==> src/rtl/wb_pkg.sv <==
// wb_pkg: shared FSM state and write-buffer entry types for the write-buffer drain controller.
package wb_pkg;
  localparam int DATA_LENGTH = 32;
  localparam int TAG_LENGTH = 30;
  typedef enum logic [2:0] {ST_IDLE, ST_POP, ST_CAPT, ST_WREQ, ST_MISS} wb_drain_state_e;
  typedef struct packed {
    logic [TAG_LENGTH-1:0] tag;
    logic [DATA_LENGTH-1:0] data;
  } wb_entry_t;
endpackage

==> src/rtl/wb_starve_timer.sv <==
// wb_starve_timer: saturating count of cycles the buffer waits undrained; expired_o forces one drain.
module wb_starve_timer #(
  parameter int TIMEOUT_CYCLES = 16,
  localparam int W = $clog2(TIMEOUT_CYCLES + 1)
) (
  input  logic clk,
  input  logic rst_n,
  input  logic count_i,
  input  logic clear_i,
  output logic expired_o
);
  logic [W-1:0] cnt_q, cnt_d;
  assign expired_o = cnt_q == W'(TIMEOUT_CYCLES);
  always_comb cnt_d = clear_i ? '0 : (count_i && !expired_o) ? cnt_q + 1'b1 : cnt_q;
  always_ff @(posedge clk or negedge rst_n)
    if (!rst_n) cnt_q <= '0;
    else cnt_q <= cnt_d;
endmodule

==> src/rtl/wb_drain_ctrl.sv <==
// wb_drain_ctrl: drains the D-cache write buffer onto the memory port and arbitrates it against read-miss fills.
// Define WB_DRAIN_TIMEOUT_EN to force a drain after TIMEOUT_CYCLES of starvation by misses.
module wb_drain_ctrl #(
  parameter int DATA_LENGTH = 32,
  parameter int TAG_LENGTH = 30,
  parameter int TIMEOUT_CYCLES = 16
) (
  input  logic                              clk,
  input  logic                              rst_n,
  input  logic                              wb_empty,
  input  logic                              wb_full,
  input  logic [TAG_LENGTH+DATA_LENGTH-1:0] wb_data,
  output logic                              wb_load,
  input  logic                              miss_req,
  input  logic [TAG_LENGTH-1:0]             miss_addr,
  input  logic                              miss_wb_hit,
  output logic                              miss_done,
  input  logic                              flush,
  output logic                              flush_done,
  output logic                              mem_req,
  output logic                              mem_we,
  output logic [TAG_LENGTH-1:0]             mem_addr,
  output logic [DATA_LENGTH-1:0]            mem_wdata,
  input  logic                              mem_ack
);
  import wb_pkg::*;
  wb_drain_state_e state_q, state_d;
  logic [TAG_LENGTH-1:0] addr_q, addr_d, maddr_q, maddr_d;
  logic [DATA_LENGTH-1:0] wdata_q, wdata_d;
  logic drain_go, miss_ok, starved;
`ifdef WB_DRAIN_TIMEOUT_EN
  wb_starve_timer #(.TIMEOUT_CYCLES(TIMEOUT_CYCLES)) u_timer (
    .clk       (clk),
    .rst_n     (rst_n),
    .count_i   (!wb_empty && (state_q == ST_MISS || (state_q == ST_IDLE && state_d != ST_POP))),
    .clear_i   (state_q == ST_POP || wb_empty),
    .expired_o (starved)
  );
`else
  assign starved = 1'b0;
`endif
  // A pending miss holds off draining unless the buffer is full, flushing, or holds the miss address.
  assign drain_go = !wb_empty && (wb_full || flush || miss_wb_hit || !miss_req || starved);
  assign miss_ok = miss_req && (wb_empty || !miss_wb_hit);
  always_comb begin
    state_d = state_q;
    case (state_q)
      ST_IDLE: state_d = drain_go ? ST_POP : miss_ok ? ST_MISS : ST_IDLE;
      ST_POP:  state_d = ST_CAPT;
      ST_CAPT: state_d = ST_WREQ;
      ST_WREQ: state_d = !mem_ack ? ST_WREQ : drain_go ? ST_POP : ST_IDLE;
      ST_MISS: state_d = mem_ack ? ST_IDLE : ST_MISS;
      default: state_d = ST_IDLE;
    endcase
  end
  always_comb begin
    addr_d = state_q == ST_CAPT ? wb_data[TAG_LENGTH+DATA_LENGTH-1 -: TAG_LENGTH] : addr_q;
    wdata_d = state_q == ST_CAPT ? wb_data[DATA_LENGTH-1:0] : wdata_q;
    maddr_d = (state_q == ST_IDLE && state_d == ST_MISS) ? miss_addr : maddr_q;
  end
  always_ff @(posedge clk or negedge rst_n)
    if (!rst_n) begin
      state_q <= ST_IDLE;
      addr_q <= '0;
      wdata_q <= '0;
      maddr_q <= '0;
    end else begin
      state_q <= state_d;
      addr_q <= addr_d;
      wdata_q <= wdata_d;
      maddr_q <= maddr_d;
    end
  assign wb_load = state_q == ST_POP;
  assign mem_req = state_q == ST_WREQ || state_q == ST_MISS;
  assign mem_we = state_q == ST_WREQ;
  assign mem_addr = state_q == ST_WREQ ? addr_q : state_q == ST_MISS ? maddr_q : '0;
  assign mem_wdata = state_q == ST_WREQ ? wdata_q : '0;
  assign miss_done = state_q == ST_MISS && mem_ack;
  assign flush_done = flush && wb_empty && state_q == ST_IDLE;
endmodule
==> config.mk <==
export PLATFORM = sky130hd
export DESIGN_NAME = wb_drain_ctrl
export DESIGN_NICKNAME = d
export VERILOG_FILES = /design/src/rtl/wb_pkg.sv /design/src/rtl/wb_starve_timer.sv /design/src/rtl/wb_drain_ctrl.sv
export SDC_FILE = /design/constraint.sdc
export NUM_CORES = 1
export LEC_CHECK = 0
export ABC_AREA = 1
export BUFFER_PORTS_ARGS = -buffer_cell sky130_fd_sc_hd__clkbuf_2
export CAP_MARGIN = 20
export CELL_PAD_IN_SITES_DETAIL_PLACEMENT = 1
export CELL_PAD_IN_SITES_GLOBAL_PLACEMENT = 2
export CORE_MARGIN = 2
export CORE_UTILIZATION = 29
export DETAILED_ROUTE_END_ITERATION = 12
export PLACE_DENSITY = 0.9
export SETUP_SLACK_MARGIN = 0.05
export SYNTH_ARGS = -nofsm -noshare
export SYNTH_HDL_FRONTEND = slang
export SYNTH_HIERARCHICAL = 1
export SYNTH_SLANG_ARGS = --single-unit
==> constraint.sdc <==
create_clock -name clk -period 3.1 [get_ports clk]
set_input_delay 0.155 -clock clk [delete_from_list [all_inputs] [get_ports clk]]
set_output_delay 0.155 -clock clk [all_outputs]
set_load 0.05 [all_outputs]
# After elaboration in Yosys (flattened, before gate mapping)
# Cells that the tools add are included.
# W data, S select, Z words.
[totals]
romBits = 0
wordCells = 33
in_bits = 100
latchBits = 0
output_inout_bits = 67
register_bits = 95
n_memories = 0
ram_bits = 0
[op_classes]
add_sub_neg = 0
n_lt_le_gt_ge = 0
reduce_logical = 15
n_shift = 0
bitwise_logic = 0
mul = 0
div_mod_pow = 0
n_eq_ne = 5
muxes = 9
[op_table]
columns = ["cell", "n"]
rows = [
  ["$mux W30", 2],
  ["$mux W32", 1],
  ["$pmux W3 S5", 1],
  ["$mux W3", 3],
  ["$eq A3 B2 Y1 const B", 2],
  ["$eq A3 B3 Y1 const B", 2],
  ["$logic_and A1 B1 Y1", 6],
  ["$logic_or A1 B1 Y1", 5],
  ["$eq A3 B1 Y1 const B", 1],
  ["$logic_not A1 Y1", 3],
  ["$logic_not A3 Y1", 1],
  ["$mux W2", 1],
  ["$mux W1", 1],
]

# Longest topological paths before layout
# Gate-level depths: netlist of run 1.
[logic_depth]
depth_word = 9
mapped_depth = 8
depth_no_buf = 6

# Least setup slack after synthesis of run 1
# No wires, ideal clock.
[synth_timing]
kind = "reg2out"
from = "register state_q[2]"
to = "output port flush_done"
setup_slack_ps = 1176
arrival_ps = 1769
n_path_buf = 1
stages_incl_launch_ff = 5
t_required_ps = 2945
cell_sequence = "dfrtp_1 buf_2 nor2_8 nand2_2 nor3_1"
[synth_between]
elab_chain_len = 2
[synth_lines]
columns = ["item", "line", "rtl"]
rows = [
  ["start: declaration", "wb_drain_ctrl.sv:27", "wb_drain_state_e state_q, state_d;"],
  ["start signal: assignment", "wb_drain_ctrl.sv:68", "state_q <= state_d;"],
  ["$logic_not A3 Y1", "wb_drain_ctrl.sv:79", "assign flush_done = flush && wb_empty && state_q == ST_IDLE;"],
  ["$logic_and A1 B1 Y1", "wb_drain_ctrl.sv:79", ""],
  ["end: declaration", "wb_drain_ctrl.sv:19", "output logic flush_done,"],
]
# Every way passes these cells.

# Worst setup path in the final report of run 1
[layout_timing]
from = "register state_q[1]"
to = "output port mem_addr[13]"
[layout_between]
elab_chain_len = 3
word_cells_on_any_way = 4
cone_classes = "eq/ne: 2; mux: 2"
[layout_lines]
columns = ["item", "line", "rtl"]
rows = [
  ["$eq A3 B3 Y1", "wb_drain_ctrl.sv:76", "assign mem_addr = state_q == ST_WREQ ? addr_q : state_q == ST_MISS ? maddr_q : '0;"],
  ["$mux W30", "wb_drain_ctrl.sv:76", ""],
  ["$mux W30 (*)", "wb_drain_ctrl.sv:76", ""],
  ["end: declaration", "wb_drain_ctrl.sv:22", "output logic [TAG_LENGTH-1:0] mem_addr,"],
]
# Mark *: on every way between the ends. The rest lies on a longest branch, timed or not.

==> results.json, run 1 <==
{
  "period_needed_ns": 2.63,
  "die_height_microns": 127,
  "drt_iter0_drc": 214,
  "route.detailed.drc": 0,
  "crit_required_ns": 2.94,
  "design.die.area_sq_um": 16100,
  "tightest_slew_ns": 1.01,
  "yosysWarnings": 6,
  "buffer_ports.inserted": 166,
  "drt_pass1_iterations": 5,
  "route.antenna.remaining_nets": 0,
  "final_net_count": 812,
  "r2r-start": "state_q[2]",
  "power.density_cell_area_nw_per_um2": 1170,
  "power.leakage_uw": 0.00335,
  "synth-seq-area-share": 0.541,
  "antennaDiodeCount": 0,
  "layout.cells.most_common": "sky130_fd_sc_hd__nand2_1",
  "ys_seq_elements": 95,
  "worst_setup_path_start_kind": "flip-flop",
  "worst-endpoint-arrival_ns": 2.48,
  "hold_slack_ns": 0.0317,
  "setup_repair_after_global_routing_missed_its_margin": "no",
  "critPathKind": "flip-flop to primary output",
  "dp_hpwl_mm": 10.3,
  "fin_crit_sh": 0.849,
  "totalNegativeSetupSlack_ns": 0,
  "drive_above_1_share": 0.278,
  "clkSlewWorstSetupHoldPaths_ns": 0.07,
  "syn-cell-area_sq_um": 4390,
  "floorplan.initialDensity": 0.300,
  "ioPinCount": 167,
  "cts-buffers-inserted": 9,
  "post-route-worst-setup-slack_ns": 0.469,
  "placement_stage_worst_setup_slack_ns": 0.739,
  "holdCritPathClass": "primary input to flip-flop",
  "first_pass_grt_wire_length_mm": 23.0,
  "hp-start": "wb_data[53]",
  "route.vias.total": 4238,
  "synth_area_per_cell_sq_um": 7.78,
  "timing.fmax_mhz": 380,
  "rr_worst_depth": 4,
  "synth_cell_type_count": 21,
  "antenna_found_initial": 0,
  "num_rows": 44,
  "coreArea_sq_um": 14600,
  "maxCapViolCount": 0,
  "largest_net_degree_at_the_start_of_global_routing": 97,
  "clock_latency_of_the_later_clocked_register_in_the_worst_skew_pair_ns": 0.35,
  "synth.top_cell.area_share": 0.541,
  "dieWidth_microns": 127,
  "crit_path_capture_type": "primary output",
  "first_global_vias": 4501,
  "timing_hold_violations_final": 0,
  "synthCells": 564,
  "grt_overflow_total": 0,
  "post_cts_buffers": 0,
  "cts.repair.resized": 0,
  "r2r_setup_slack_ns": 0.73,
  "crit_end": "mem_addr[13]",
  "report.final.slew_viol_count": 0,
  "finalSetupViolCount": 0,
  "cp_max_fo": 31,
  "area_growth_pct": 32.3,
  "drt_wl_total_mm": 14.1,
  "groute.usage.overall": 0.179,
  "layout_common_cells": "sky130_fd_sc_hd__nand2_1, sky130_fd_sc_hd__clkbuf_2, sky130_fd_sc_hd__dfrtp_1, sky130_fd_sc_hd__nand3_1, sky130_fd_sc_hd__nor2_1",
  "fin_worst_skew_ns": 0.00890,
  "result_of_the_run": "finished, final reports clean",
  "detail_route.vias_per_cell": 4.70,
  "cts_root_buffer": "sky130_fd_sc_hd__clkbuf_16",
  "tritoncts": "done",
  "cts_sinks": 95,
  "syn-num-nets": 664,
  "peakVddDrop_uv": 382,
  "maxSlewHeadroom": 0.330,
  "post-synth-top-area-cell": "sky130_fd_sc_hd__dfrtp_1",
  "clock_tree.htree_level_count": 3,
  "clock_path_buffers": 2,
  "startpoint": "state_q[1]",
  "gp_congestion": 0.749,
  "worst_flop_to_flop_path_endpoint": "wdata_q[11]",
  "mean_routed_wirelength_per_cell_microns": 15.6,
  "synth.area.top_cells": "sky130_fd_sc_hd__dfrtp_1, sky130_fd_sc_hd__nand2_1, sky130_fd_sc_hd__nand3_1"
}
[state kept, by name, summed over array words and instances, names as in the netlist]
register and flops:
state_q 3, maddr_q 30, addr_q 30, wdata_q 32
[synth_stat cells]
| library cell | number |
|---|---|
| sky130_fd_sc_hd__nand3_1 | 92 |
| sky130_fd_sc_hd__nand4_1 | 1 |
| sky130_fd_sc_hd__nand2_2 | 3 |
| sky130_fd_sc_hd__nand3_2 | 1 |
| sky130_fd_sc_hd__clkbuf_1 | 11 |
| sky130_fd_sc_hd__buf_1 | 3 |
| sky130_fd_sc_hd__buf_2 | 20 |
| sky130_fd_sc_hd__buf_6 | 1 |
| sky130_fd_sc_hd__a21oi_1 | 32 |
| sky130_fd_sc_hd__buf_4 | 4 |
| sky130_fd_sc_hd__o21bai_1 | 1 |
| sky130_fd_sc_hd__nor3_1 | 1 |
| sky130_fd_sc_hd__nor2_1 | 67 |
| sky130_fd_sc_hd__inv_2 | 1 |
| sky130_fd_sc_hd__nand2_1 | 187 |
| sky130_fd_sc_hd__nor2_8 | 1 |
| sky130_fd_sc_hd__nor2_4 | 1 |
| sky130_fd_sc_hd__o21ai_0 | 1 |
| sky130_fd_sc_hd__dfrtp_1 | 95 |
| sky130_fd_sc_hd__inv_1 | 40 |
| sky130_fd_sc_hd__o21a_1 | 1 |
[power breakdown]
group	internal, uW	leakage [uW]	total [uW]	switching, uW
registers	1840	0.00113	2150	314
logic	904	0.00207	3470	2570
clock network	646	0.000148	1170	529
[repair_timing]
| item | 4_1_cts | 5_1_grt |
|---|---|---|
| endpoints found under the setup margin | 0 | 0 |
| hold buffers | 1 | 0 |
| hold endpoints to repair | 42 | 0 |
[metal layers]
metal / vias up / global-route usage / wire length (microns) / share of wire
met2: 149 / 0.300 / 6650 / 0.47
met5: - / 0 / 0 / 0
met1: 2028 / 0.238 / 6420 / 0.46
met4: 0 / 0.0336 / 131 / 0.0093
li1: 2050 / - / - / -
met3: 11 / 0.0469 / 857 / 0.061
[stage by stage]
| step | area, sq um | total power [uW] | utilization | cells |
|---|---|---|---|---|
| 4_1_cts | 5810 | 6900 | 0.397 | 901 |
| 2_1_floorplan | 4390 | 4660 | - | 564 |
| 3_3_place_gp | 5490 | 5540 | 0.375 | 884 |
| 5_1_grt | 5810 | 7290 | 0.397 | 901 |
| 3_5_place_dp | 5490 | 5690 | 0.375 | 884 |
| 6_report | 5810 | 6800 | 0.397 | 901 |
[final cells by class]
type                            count  area, sq um
Multi-Input combinational cell    389         1670
Inverter                           41          154
Clock buffer                        9          225
Sequential cell                    95         2380
Tap cell                          184          230
Timing Repair Buffer              176         1060
Clock inverter                      7         87.6
Fill cell                        1838         8840
[critical path, cell delays in order (launching register included)]
cell and delay (ns):
sky130_fd_sc_hd__dfrtp_1 0.62, sky130_fd_sc_hd__buf_4 0.38, sky130_fd_sc_hd__nand3_2 0.14, sky130_fd_sc_hd__inv_2 0.47
sky130_fd_sc_hd__nand2_1 0.12, sky130_fd_sc_hd__nand2_1 0.10, sky130_fd_sc_hd__clkbuf_2 0.27
[cells by family (layout without fill, tap and decap cells)]
family / after synthesis / count (layout) / synth area share
buffers and inverters: 80 / 233 / 0.0792
AO/OA/AOI/OAI: 35 / 35 / 0.0410
flip-flops: 95 / 95 / 0.541
AND/OR/NAND/NOR: 354 / 354 / 0.338
[worst min path at each step]
| stage | to | slack, ns | cells past startpoint |
|---|---|---|---|
| 2_1_floorplan | addr_q[0] | -0.14 | 0 |
| 3_3_place_gp | wdata_q[29] | 0.19 | 1 |
| 3_5_place_dp | wdata_q[29] | 0.20 | 1 |
| 4_1_cts | addr_q[21] | 0.02 | 3 |
| 5_1_grt | maddr_q[10] | 0.02 | 3 |
| 6_report | addr_q[21] | 0.03 | 3 |
No activity file was read; power rests on OpenSTA's default activity.
==> inputs of run 2 (changes only) <==
CORE_UTILIZATION = 24   (was 29)
PLACE_DENSITY = 0.8   (was 0.9)
clock period = 2.22 ns   (was 3.1 ns; I/O delays follow)
==> run 2 against run 1 <==
Against the previous run:
- non-clock buffer count up 62
- worst hold slack worse by 0.024 ns
- combinational power up 47%
- via count up 5.0%
- highest routed layer unchanged
- largest power group unchanged
- largest cell class unchanged
- critical endpoint is now mem_addr[17]
- sequential cell count unchanged
- clock-buffer cell count unchanged
==> results.json, run 2 (synthesized netlist as in run 1, its figures left out) <==
{
  "result_of_the_run": "finished, final reports clean",
  "gp_congestion": 0.745,
  "drive_above_1_share": 0.263,
  "clock_latency_of_the_later_clocked_register_in_the_worst_skew_pair_ns": 0.35,
  "dieWidth_microns": 139,
  "fraction_of_power_consumed_by_sequential_logic": 0.306,
  "p_sw_uw": 4770,
  "finish.instance_area_sq_um": 6490,
  "biggestRegsByFlops": "wdata_q (32), addr_q (30), maddr_q (30)",
  "fin_crit_sh": 0.904,
  "hp-start": "miss_addr[14]",
  "timing_hold_violations_final": 0,
  "crit_required_ns": 2.11,
  "tritoncts": "done",
  "coreArea_sq_um": 18000,
  "route.vias.total": 4452,
  "area_growth_pct": 47.8,
  "groute.usage.overall": 0.162,
  "power.leakage_uw": 0.00362,
  "mean_routed_wirelength_per_cell_microns": 15.1,
  "switching_share": 0.495,
  "worst-endpoint-arrival_ns": 1.90,
  "floorplan.initialDensity": 0.244,
  "worst_flop_to_flop_path_endpoint": "maddr_q[8]",
  "fin_worst_skew_ns": 0.00835,
  "rr_worst_depth": 8,
  "route.detailed.drc": 0,
  "r2r_setup_slack_ns": 0.64,
  "layout.cells.most_common": "sky130_fd_sc_hd__nand2_1",
  "num-fill-cells": 2208,
  "cts_sinks": 95,
  "instances_no_fill": 1008,
  "antennaDiodeCount": 0,
  "power.density_cell_area_nw_per_um2": 1490,
  "totalNegativeSetupSlack_ns": 0,
  "layout_common_cells": "sky130_fd_sc_hd__nand2_1, sky130_fd_sc_hd__clkbuf_2, sky130_fd_sc_hd__dfrtp_1, sky130_fd_sc_hd__nand3_1, sky130_fd_sc_hd__nor2_1",
  "holdCritPathClass": "primary input to flip-flop",
  "cts-buffers-inserted": 9,
  "post-route-worst-setup-slack_ns": 0.213,
  "tightest_slew_ns": 0.504,
  "detail_route.vias_per_cell": 4.42,
  "maxCapViolCount": 0,
  "largest_register_ff_count": 32,
  "placed_cells": 935,
  "num_rows": 49,
  "crit_path_capture_type": "primary output",
  "final_net_count": 874,
  "intPower_uw": 4870,
  "maxSlewHeadroom": 0.664,
  "drt_iter0_drc": 161,
  "peakVddDrop_uv": 631,
  "drt_pass1_iterations": 4,
  "report.final.slew_viol_count": 0,
  "largest_net_degree_at_the_start_of_global_routing": 71,
  "pwr-share-clk": 0.166,
  "placement_stage_cell_area_sq_um": 5620,
  "worst_setup_path_start_kind": "flip-flop",
  "design.die.area_sq_um": 19400,
  "finalSetupViolCount": 0,
  "cts.repair.resized": 0,
  "first_global_vias": 4727,
  "crit_end": "mem_addr[17]",
  "placement_stage_worst_setup_slack_ns": 0.558,
  "first_pass_grt_wire_length_mm": 24.8,
  "antenna_found_initial": 0,
  "r2r-start": "state_q[1]",
  "cp_max_fo": 17,
  "die_height_microns": 139,
  "regMostFlops": "wdata_q",
  "critPathKind": "flip-flop to primary output",
  "clock_path_buffers": 2,
  "power.total_uw": 9640,
  "grt_overflow_total": 0,
  "setup_repair_after_global_routing_missed_its_margin": "no",
  "timing.fmax_mhz": 498,
  "clkSlewWorstSetupHoldPaths_ns": 0.08,
  "ioPinCount": 167,
  "buffer_ports.inserted": 166,
  "drt_wl_total_mm": 15.2,
  "clock_tree.htree_level_count": 3,
  "cts_root_buffer": "sky130_fd_sc_hd__clkbuf_16",
  "combPwrFrac": 0.528,
  "startpoint": "state_q[2]",
  "route.antenna.remaining_nets": 0,
  "dp_hpwl_mm": 10.3,
  "period_needed_ns": 2.01
}
[run 2: cell count changes in the layout (fill, tap and decap cells not counted)]
cell / delta
sky130_fd_sc_hd__buf_12: +3
sky130_fd_sc_hd__buf_4: +2
sky130_fd_sc_hd__clkbuf_2: +1
sky130_fd_sc_hd__clkinv_2: +2
sky130_fd_sc_hd__clkinv_4: +1
sky130_fd_sc_hd__dlygate4sd3_1: +56
sky130_fd_sc_hd__inv_8: -3
[run 2: how the worst min path moves through the flow]
stage | end | slack (ns) | cells after the start
floorplan | addr_q[0] | -0.18 | 0
global placement | wdata_q[27] | 0.12 | 1
detailed placement | wdata_q[25] | 0.12 | 1
CTS | addr_q[0] | 0.0004 | 3
global route | addr_q[0] | 0.003 | 3
finish | maddr_q[14] | 0.007 | 3
[run 2: what timing repair did]
| action | in CTS | in global routing |
|---|---|---|
| hold buffers | 57 | 0 |
| setup buffers | 0 | 0 |
| endpoints found under the hold margin | 90 | 0 |
[run 2: power groups by stage]
stage	clock network, uW	registers, uW	logic [uW]
after global placement	0	2960	5030
final	1600	2950	5090
after floorplan	0	2870	3640
after global routing	1730	3050	5630
after detailed placement	0	2980	5120
after CTS	1660	2950	5210
[run 2: metrics by stage]
stage           util  hold slack (ns)
5_1_grt        0.361          0.00285
2_1_floorplan      -           -0.185
3_5_place_dp   0.313            0.124
6_report       0.361          0.00722
4_1_cts        0.361         0.000365
3_3_place_gp   0.313            0.123
[run 2: layout make-up]
cell class              instances  area (sq um)  share of cell area
flip-flops and latches         95          2380               0.366
clock buffers                   9           225              0.0347
inverters                      41           154              0.0237
well taps                     229           287              0.0441
repair buffers                238          1700               0.262
clock inverters                 7          72.6              0.0112
multi-input cells             389          1670               0.258
[run 2: routing by layer]
layer / vias up / track usage / routed length [microns] / share of wire
li1: 2178 / - / - / -
met1: 2108 / 0.213 / 7070 / 0.46
met2: 151 / 0.265 / 7070 / 0.46
met3: 15 / 0.0434 / 898 / 0.059
met4: 0 / 0.0447 / 195 / 0.013
met5: - / 0 / 0 / 0
[run 2: worst max-delay path, stage by stage, from the launching register on]
cell and delay [ns]:
sky130_fd_sc_hd__dfrtp_1 0.46, sky130_fd_sc_hd__inv_1 0.12, sky130_fd_sc_hd__nand3_2 0.08, sky130_fd_sc_hd__inv_2 0.30
sky130_fd_sc_hd__buf_12 0.20, sky130_fd_sc_hd__nand2_1 0.06, sky130_fd_sc_hd__nand2_1 0.05, sky130_fd_sc_hd__clkbuf_2 0.27
